`src/rtl/pcsel_decoder_if.sv`:
```
// Bus bundle between the hazard priority encoder (master) and pcsel_decoder (slave).
// PCSEL_STATS_EN adds the redirect_cnt observation signal.
interface pcsel_decoder_if #(
   parameter int AW = 8
);
   logic [4:0]    sel;
   logic [AW-1:0] tgt_a;
   logic [AW-1:0] tgt_b;
   logic [AW-1:0] tgt_c;
   logic [AW-1:0] tgt_d;
   logic          stall;
   logic [AW-1:0] pc;
   logic          flush;
   logic [2:0]    src_idx;
   logic          sel_err;
   logic          pend_vld;
`ifdef PCSEL_STATS_EN
   logic [15:0]   redirect_cnt;

   modport master (output sel, tgt_a, tgt_b, tgt_c, tgt_d, stall,
                   input  pc, flush, src_idx, sel_err, pend_vld, redirect_cnt);
   modport slave  (input  sel, tgt_a, tgt_b, tgt_c, tgt_d, stall,
                   output pc, flush, src_idx, sel_err, pend_vld, redirect_cnt);
`else
   modport master (output sel, tgt_a, tgt_b, tgt_c, tgt_d, stall,
                   input  pc, flush, src_idx, sel_err, pend_vld);
   modport slave  (input  sel, tgt_a, tgt_b, tgt_c, tgt_d, stall,
                   output pc, flush, src_idx, sel_err, pend_vld);
`endif
endinterface

```
`src/rtl/pcsel_decoder.sv`:
```
// Next-PC select decoder: owns the PC, sequences post-redirect flush, buffers stalled redirects.
// Optional macro PCSEL_STATS_EN adds a saturating 16-bit applied-redirect counter.
module pcsel_decoder #(
   parameter int            AW           = 8,
   parameter int            FLUSH_CYCLES = 2,
   parameter logic [AW-1:0] RESET_PC     = '0
) (
   input logic           clk,
   input logic           rst,
   pcsel_decoder_if.slave bus
);
   localparam int CW = (FLUSH_CYCLES > 0) ? $clog2(FLUSH_CYCLES + 1) : 1;

   typedef enum logic [1:0] {RUN, STALL, FLUSH} state_t;

   state_t        state_q, state_n;
   logic [AW-1:0] pc_q, pc_n;
   logic [2:0]    src_q, src_n;
   logic [CW-1:0] cnt_q, cnt_n;
   logic          pend_vld_q, pend_vld_n;
   logic [AW-1:0] pend_tgt_q, pend_tgt_n;
   logic [2:0]    pend_src_q, pend_src_n;
   logic          flush_q, sel_err_q;

   logic          redir, illegal, apply;
   logic [2:0]    dec_src, app_src;
   logic [AW-1:0] dec_tgt, app_tgt;

   // Illegal codes decode as sequential; they only raise sel_err.
   always_comb begin
      redir   = 1'b0;
      illegal = 1'b0;
      dec_src = 3'd0;
      dec_tgt = bus.tgt_a;
      case (bus.sel)
         5'b00000: ;
         5'b00010: begin redir = 1'b1; dec_src = 3'd1; dec_tgt = bus.tgt_a; end
         5'b00100: begin redir = 1'b1; dec_src = 3'd2; dec_tgt = bus.tgt_b; end
         5'b01000: begin redir = 1'b1; dec_src = 3'd3; dec_tgt = bus.tgt_c; end
         5'b10000: begin redir = 1'b1; dec_src = 3'd4; dec_tgt = bus.tgt_d; end
         default:  illegal = 1'b1;
      endcase
   end

   always_comb begin
      state_n    = state_q;
      pc_n       = pc_q;
      src_n      = src_q;
      cnt_n      = cnt_q;
      pend_vld_n = pend_vld_q;
      pend_tgt_n = pend_tgt_q;
      pend_src_n = pend_src_q;
      apply      = 1'b0;
      app_src    = dec_src;
      app_tgt    = dec_tgt;
      case (state_q)
         RUN: begin
            if (bus.stall) begin
               if (redir) begin
                  pend_vld_n = 1'b1;
                  pend_tgt_n = dec_tgt;
                  pend_src_n = dec_src;
               end
               state_n = STALL;
            end else if (redir) begin
               apply = 1'b1;
            end else begin
               pc_n  = pc_q + 1'b1;
               src_n = 3'd0;
            end
         end
         STALL: begin
            if (bus.stall) begin
               if (redir) begin
                  pend_vld_n = 1'b1;
                  pend_tgt_n = dec_tgt;
                  pend_src_n = dec_src;
               end
            end else if (redir) begin
               apply = 1'b1;
            end else if (pend_vld_q) begin
               apply   = 1'b1;
               app_src = pend_src_q;
               app_tgt = pend_tgt_q;
            end else begin
               pc_n    = pc_q + 1'b1;
               src_n   = 3'd0;
               state_n = RUN;
            end
         end
         FLUSH: begin
            if (!bus.stall) begin
               pc_n  = pc_q + 1'b1;
               src_n = 3'd0;
               if (cnt_q <= CW'(1)) state_n = RUN;
               else                 cnt_n   = cnt_q - CW'(1);
            end
         end
         default: state_n = RUN;
      endcase
      // Any applied redirect, live or buffered, lands here so both paths stay identical.
      if (apply) begin
         pc_n       = app_tgt;
         src_n      = app_src;
         pend_vld_n = 1'b0;
         cnt_n      = CW'(FLUSH_CYCLES);
         state_n    = (FLUSH_CYCLES == 0) ? RUN : FLUSH;
      end
   end

   always_ff @(posedge clk) begin
      if (rst) begin
         state_q    <= RUN;
         pc_q       <= RESET_PC;
         src_q      <= 3'd0;
         cnt_q      <= '0;
         pend_vld_q <= 1'b0;
         pend_tgt_q <= '0;
         pend_src_q <= 3'd0;
         flush_q    <= 1'b0;
         sel_err_q  <= 1'b0;
      end else begin
         state_q    <= state_n;
         pc_q       <= pc_n;
         src_q      <= src_n;
         cnt_q      <= cnt_n;
         pend_vld_q <= pend_vld_n;
         pend_tgt_q <= pend_tgt_n;
         pend_src_q <= pend_src_n;
         flush_q    <= (state_n == FLUSH);
         sel_err_q  <= illegal;
      end
   end

   assign bus.pc       = pc_q;
   assign bus.flush    = flush_q;
   assign bus.src_idx  = src_q;
   assign bus.sel_err  = sel_err_q;
   assign bus.pend_vld = pend_vld_q;

`ifdef PCSEL_STATS_EN
   logic [15:0] rcnt_q;

   always_ff @(posedge clk) begin
      if (rst)                        rcnt_q <= '0;
      else if (apply && rcnt_q != '1) rcnt_q <= rcnt_q + 16'd1;
   end

   assign bus.redirect_cnt = rcnt_q;
`endif
endmodule

```
`src/flat_wrapper.sv`:
```
// flat-port wrapper written by rule: the top's interface ports become plain ports
module pcsel_decoder_flat 
#(
   parameter int            AW           = 8,
   parameter int            FLUSH_CYCLES = 2,
   parameter logic [AW-1:0] RESET_PC     = '0
)
  (clk, rst, bus_sel, bus_tgt_a, bus_tgt_b, bus_tgt_c, bus_tgt_d, bus_stall, bus_pc, bus_flush, bus_src_idx, bus_sel_err, bus_pend_vld);
  pcsel_decoder_if #(.AW(AW)) bus_i ();
  input logic clk;
  input logic rst;
  input wire logic [$bits(bus_i.sel)-1:0] bus_sel;
  input wire logic [$bits(bus_i.tgt_a)-1:0] bus_tgt_a;
  input wire logic [$bits(bus_i.tgt_b)-1:0] bus_tgt_b;
  input wire logic [$bits(bus_i.tgt_c)-1:0] bus_tgt_c;
  input wire logic [$bits(bus_i.tgt_d)-1:0] bus_tgt_d;
  input wire logic [$bits(bus_i.stall)-1:0] bus_stall;
  output wire logic [$bits(bus_i.pc)-1:0] bus_pc;
  output wire logic [$bits(bus_i.flush)-1:0] bus_flush;
  output wire logic [$bits(bus_i.src_idx)-1:0] bus_src_idx;
  output wire logic [$bits(bus_i.sel_err)-1:0] bus_sel_err;
  output wire logic [$bits(bus_i.pend_vld)-1:0] bus_pend_vld;
  assign bus_i.sel = bus_sel;
  assign bus_i.tgt_a = bus_tgt_a;
  assign bus_i.tgt_b = bus_tgt_b;
  assign bus_i.tgt_c = bus_tgt_c;
  assign bus_i.tgt_d = bus_tgt_d;
  assign bus_i.stall = bus_stall;
  assign bus_pc = bus_i.pc;
  assign bus_flush = bus_i.flush;
  assign bus_src_idx = bus_i.src_idx;
  assign bus_sel_err = bus_i.sel_err;
  assign bus_pend_vld = bus_i.pend_vld;
  pcsel_decoder #(.AW(AW), .FLUSH_CYCLES(FLUSH_CYCLES), .RESET_PC(RESET_PC)) u_core (.clk(clk), .rst(rst), .bus(bus_i));
endmodule
```
`config.mk`:
```
export PLATFORM = sky130hd
export DESIGN_NAME = pcsel_decoder_flat
export DESIGN_NICKNAME = d
export VERILOG_FILES = /design/src/rtl/pcsel_decoder_if.sv /design/src/rtl/pcsel_decoder.sv /design/src/flat_wrapper.sv
export SDC_FILE = /design/constraint.sdc
export NUM_CORES = 1
export LEC_CHECK = 0
export BUFFER_PORTS_ARGS = -buffer_cell sky130_fd_sc_hd__buf_2
export CAP_MARGIN = 20
export CORE_UTILIZATION = 53
export CTS_BUF_LIST = sky130_fd_sc_hd__clkbuf_8
export DETAILED_ROUTE_END_ITERATION = 8
export GPL_TIMING_DRIVEN = 0
export PLACE_DENSITY = 0.82
export SLEW_MARGIN = 20
export SYNTH_ARGS = -nofsm -noshare
export SYNTH_HDL_FRONTEND = slang
export SYNTH_SLANG_ARGS = --single-unit
```
`constraint.sdc`:
```
create_clock -name clk -period 2 [get_ports clk]
set_input_delay 0 -clock clk [delete_from_list [all_inputs] [get_ports clk]]
set_output_delay 0 -clock clk [all_outputs]
set_load 0.005 [all_outputs]
```
==> results.yml, run 1 <==
status:
  status: "finished clean"
synthesis:
  avgSynthCellArea_sq_um: 7.91
  syn-instance-count: 224
  yosysSeqAreaShare: 0.328
  synth_most_common_cell: "dfxtp_1"
  syn_nets: 265
  ys_seq_elements: 29
  yosysTopAreaCell: "dfxtp_1"
  syn_area_sq_um: 1770
  ys_top_cells_by_count: "29 x dfxtp_1, 28 x a21oi_1, 20 x nor2_1"
  ys_types: 49
  ys_warn_count: 0
  synthArstFlopShare: 0
  synth_top_area_frac: 0.328
  ys_top_cells_by_area: "dfxtp_1 33%, a21oi_1 7.9%, nor2_1 4.2%, nand2b_1 3.5%, or3b_2 3.5%"
  synth_ff_type: "dfxtp_1"
  synth_edf_count: 0
cells_and_area:
  post-route-util: 0.699
  drive_gt1_frac: 0.271
  multi_input_area_sq_um: 1080
  area_delta_synth_final_pct: 22.4
  nFillCells: 283
  fin_area_sq_um: 2170
  nNetsFinal: 320
  seqCellArea_sq_um: 581
  num_antenna_cells: 0
worst_setup_path:
  crit_family: "compound AO/OA/AOI/OAI gates"
  crit_path_cell_trace: "and4bb_2 -> a21oi_2 -> buf_4 -> a21oi_1 -> a221oi_1"
  slowest_delay_ns: 0.46
  path_class: "flip-flop to flip-flop"
  start_kind: "flip-flop"
  crit_arrival_ns: 1.93
  worst_ep_required_time_ns: 2.19
  critical_path_buf_inv_count: 1
  cp_slowest_cell: "dfxtp_1"
  crit_path_max_fanout: 10
  crit_path_end_kind: "flip-flop"
sta:
  finalMaxSlewViolations: 0
  worst_pin_slew_ns: 0.608
  slew_headroom: 0.593
  max_freq_mhz: 574
  setup_tns_ns: 0
  skew_ns: 0.00365
  setup_violations: 0
  finalHoldViolations: 0
  post-route-period-util: 0.871
  rsz0062_at_grt: "no"
  layout_min_cycle_time_ns: 1.74
pwr:
  p_switching_uw: 366
  clkPwrFrac: 0.383
  p_total_mw: 1.38
  p_int_mw: 1.02
  seqPwrFrac: 0.446
  peakVddDrop_mv: 0.473
  p_leak_nw: 0.917
  pwr-share-comb: 0.171
  power.density_nw_per_um2: 638
  switching_share: 0.264
grt:
  grt_max_degree: 11
  antenna_found_initial: 0
  grt_pass1_vias: 1700
  gr-total-overflow: 0
  grt_pass1_wl_mm: 7.25
  grt_usage: 0.268
detailed_routing:
  wirelength_mm: 4.40
  drc: 0
  initialDrtViolationCount: 98
  dr_total_vias: 1858
  viasPerCell: 5.73
  wl_per_cell_um: 13.6
  postRouteAntennaNets: 0
  drtPass1Iterations: 4
clocking:
  cts_buffer_depth: 2
  cts_root_buf: "clkbuf_8"
  clk_pin_slew_ns: 0.06
  hold_buffers: 0
  clk-insertion-delay-late_ns: 0.28
  cts_setup_buffers: 0
  cts_buffers: 5
  cts_tree: "built"
  htree_levels: 2
  cts_sinks: 29
  post_cts_resized: 0
place:
  dpl_cell_area_sq_um: 2070
  globalplace.congestion: 0.844
  io_buffers: 48
  dpl.hpwl_mm: 3.35
job:
  cap_violations: 0
die:
  die_h_um: 59.8
  std_cell_rows: 20
  core_area_sq_um: 3100
  start_util: 0.571
  die_area_sq_um: 3580
  die_w_um: 59.8
  pin_count: 54
worst_hold_path:
  hold_class: "primary input to flip-flop"
[per-layer routing]
| metal | track usage | routed length (um) | vias to the layer above | part of all wire |
|---|---|---|---|---|
| li1 | - | - | 942 | - |
| met1 | 0.330 | 2020 | 847 | 0.46 |
| met2 | 0.459 | 2110 | 65 | 0.48 |
| met3 | 0.0584 | 232 | 4 | 0.053 |
| met4 | 0.0897 | 36 | 0 | 0.0082 |
| met5 | 0 | 0 | - | 0 |
[final cells by class]
type | instances | share of cell area
multi-input cells | 175 | 0.500
plain buffers | 15 | 0.0404
well taps | 44 | 0.0254
inverters | 5 | 0.00866
clock buffers | 7 | 0.0444
flip-flops and latches | 29 | 0.268
repair buffers | 48 | 0.111
clock inverters | 1 | 0.00231
[through the flow]
stage | setup slack, ns | hold slack (ns) | cells
after global routing | 0.157 | 0.0739 | 324
final | 0.257 | 0.0545 | 324
after global placement | 0.182 | 0.337 | 316
after detailed placement | 0.167 | 0.339 | 316
after floorplan | 0.419 | 0.194 | 224
after CTS | 0.304 | 0.0513 | 324
[flip-flops by register name (all words and copies together) (netlist names)]
| name | cells |
|---|---|
| u_core.bus.flush | 1 |
| u_core.bus.pc | 8 |
| u_core.bus.pend_vld | 1 |
| u_core.bus.sel_err | 1 |
| u_core.bus.src_idx | 3 |
| u_core.cnt_q | 2 |
| u_core.pend_src_q | 3 |
| u_core.pend_tgt_q | 8 |
| u_core.state_q | 2 |
[worst reg2reg max path: cells and delay by family, from the launching register on]
kind | cells | cell delay, ns
AO/OA/AOI/OAI | 3 | 0.62
flip-flops | 1 | 0.46
AND/OR/NAND/NOR | 1 | 0.33
buffers and inverters | 1 | 0.24
[path summary, 6_finish.rpt]
path,startpoint,endpoint,slack (ns),cells past startpoint
setup / recovery,u_core.state_q[1],u_core.bus.pc[7],0.26,5
hold / removal,rst,u_core.bus.pc[1],0.05,4
setup reg to reg,u_core.state_q[1],u_core.bus.pc[7],0.26,5
hold reg to reg,u_core.bus.src_idx[2],u_core.bus.src_idx[2],0.45,2
[cell families after synthesis]
logic type      count (synthesis)  share of synthesized area
compound gates                 74                      0.278
flops                          29                      0.328
mux                             1                    0.00565
xor+xnor                        8                     0.0395
buf+inv                        20                     0.0600
simple gates                   91                      0.282
fa+ha+maj                       1                    0.00706
[cell usage in the layout, fill, tap and decap left out, drive strengths merged, types with 3 or more instances in the layout]
cell type and instances:
inv 4, a222oi 3, dfxtp 29, a211oi 6
a221o 3, nor2 20, xor2 3, nor3 8
and3 3, xnor2 5, nand2 16, nand2b 10
or3b 7, buf 56, nor2b 5, clkbuf 14
a22o 3, nand3 12, a21oi 29, o21ai 9
a221oi 4
[power by group through the flow]
stage               combinational [mW]  sequential, mW  clock (mW)
global route                     0.263           0.620       0.562
CTS                              0.235           0.617       0.531
global placement                 0.230           0.629           0
detailed placement               0.234           0.630           0
floorplan                        0.154           0.628           0
finish                           0.237           0.618       0.530
(Power assumes the default switching activity.)
==> inputs of run 2 (changes only) <==
Settings changed: CORE_UTILIZATION 53 to 30, PLACE_DENSITY 0.82 to unset.
==> run 2 against run 1 <==
Clock power shrank 10%. Fmax is 1.6% higher. Sequential share of layout area decreased by 0.24 points. Critical path depth did not move. Cell area grew 0.92%. First-iteration DRC count fell by 46%. Via count is 0.54% lower. Clock skew about the same. Critical endpoint unchanged. Largest cell class unchanged. Highest routed layer unchanged.
==> results.yml, run 2 (synthesis gave the netlist of run 1 again) <==
status:
  status: "finished clean"
detailed_routing:
  viasPerCell: 5.26
  drtPass1Iterations: 6
  initialDrtViolationCount: 53
  wl_per_cell_um: 13.6
  dr_total_vias: 1848
  postRouteAntennaNets: 0
  wirelength_mm: 4.78
  drc: 0
worst_setup_path:
  path_class: "flip-flop to flip-flop"
  crit_arrival_ns: 1.90
  crit_path_max_fanout: 10
  worst_ep_required_time_ns: 2.19
  crit_path_end_kind: "flip-flop"
  r2r_slack_ns: 0.29
  start_kind: "flip-flop"
pwr:
  peakVddDrop_mv: 0.218
  p_total_mw: 1.33
  power.density_nw_per_um2: 609
  p_leak_nw: 0.911
cells_and_area:
  final_cell_mix: "52 x buf_2, 29 x dfxtp_1, 28 x a21oi_1"
  fin_cells: 351
  nFillCells: 636
  final_common_cell: "buf_2"
  seqCellArea_sq_um: 581
  area_delta_synth_final_pct: 23.5
  nNetsFinal: 320
  drive_gt1_frac: 0.265
  post-route-util: 0.390
  num_antenna_cells: 0
  multi_input_area_sq_um: 1080
grt:
  antenna_found_initial: 0
  grt_pass1_wl_mm: 7.87
  grt_pass1_vias: 1681
  gr-total-overflow: 0
  grt_max_degree: 11
  grt_usage: 0.162
sta:
  max_freq_mhz: 583
  setup_violations: 0
  worst_pin_slew_ns: 0.644
  setup_tns_ns: 0
  skew_ns: 0.00343
  layout_min_cycle_time_ns: 1.71
  rsz0062_at_grt: "no"
  post-route-period-util: 0.857
  finalMaxSlewViolations: 0
  finalHoldViolations: 0
  slew_headroom: 0.569
worst_hold_path:
  hold_class: "primary input to flip-flop"
die:
  start_util: 0.316
  std_cell_rows: 27
  die_h_um: 78.9
  die_area_sq_um: 6220
  pin_count: 54
  die_w_um: 78.9
  core_area_sq_um: 5610
clocking:
  post_cts_resized: 0
  cts_setup_buffers: 0
  cts_root_buf: "clkbuf_8"
  clk_pin_slew_ns: 0.06
  hold_buffers: 0
  cts_tree: "built"
  clk-insertion-delay-late_ns: 0.28
  htree_levels: 2
  cts_buffer_depth: 2
  cts_sinks: 29
  cts_buffers: 5
place:
  dpl.hpwl_mm: 3.68
  place_inst: 344
  globalplace.congestion: 0.833
  io_buffers: 48
job:
  cap_violations: 0
## run 2: cell types whose count changed in the layout (fill, tap and decap cells not counted), sizes merged
cell / previous run / this run
clkbuf: 14 / 13
clkinv: 2 / 1
inv: 4 / 5
## run 2: metal layers
layer | track usage | wire [um]
met5 | 0 | 0
met4 | 0.0491 | 55
met3 | 0.0379 | 225
met2 | 0.258 | 2140
met1 | 0.216 | 2350
## run 2: critical path, stage by stage, from the launching register on
cell      delay [ns]
dfxtp_1         0.45
and4bb_2        0.33
a21oi_2         0.26
buf_4           0.24
a21oi_1         0.06
a221oi_1        0.28
## run 2: area by class of cell
| class | instances | share of cell area |
|---|---|---|
| multi-input combinational | 175 | 0.496 |
| inverter | 5 | 0.00858 |
| clock buffer | 6 | 0.0377 |
| sequential | 29 | 0.265 |
| tap | 72 | 0.0412 |
| clock inverter | 1 | 0.00172 |
| timing repair buffer | 48 | 0.110 |
| buffer | 15 | 0.0400 |
## run 2: through the flow
stage | instance area (sq um) | setup WS (ns) | hold slack [ns]
2_1_floorplan | 1770 | 0.419 | 0.194
5_1_grt | 2190 | 0.142 | 0.0747
4_1_cts | 2190 | 0.271 | 0.0647
3_5_place_dp | 2100 | 0.107 | 0.356
3_3_place_gp | 2100 | 0.130 | 0.343
6_report | 2190 | 0.285 | 0.0640
## run 2: power by group
part | switching (mW) | internal [mW] | total [mW] | leakage (nW)
registers | 0.0187 | 0.600 | 0.618 | 0.236
logic | 0.131 | 0.109 | 0.240 | 0.626
clock network | 0.209 | 0.267 | 0.476 | 0.0485
## run 2: worst paths after layout
path | start | end | cells after the start
setup / recovery | u_core.state_q[1] | u_core.bus.pc[7] | 5
hold / removal | rst | u_core.bus.pc[1] | 4
setup reg to reg | u_core.state_q[1] | u_core.bus.pc[7] | 5
hold reg to reg | u_core.bus.src_idx[1] | u_core.bus.src_idx[1] | 2
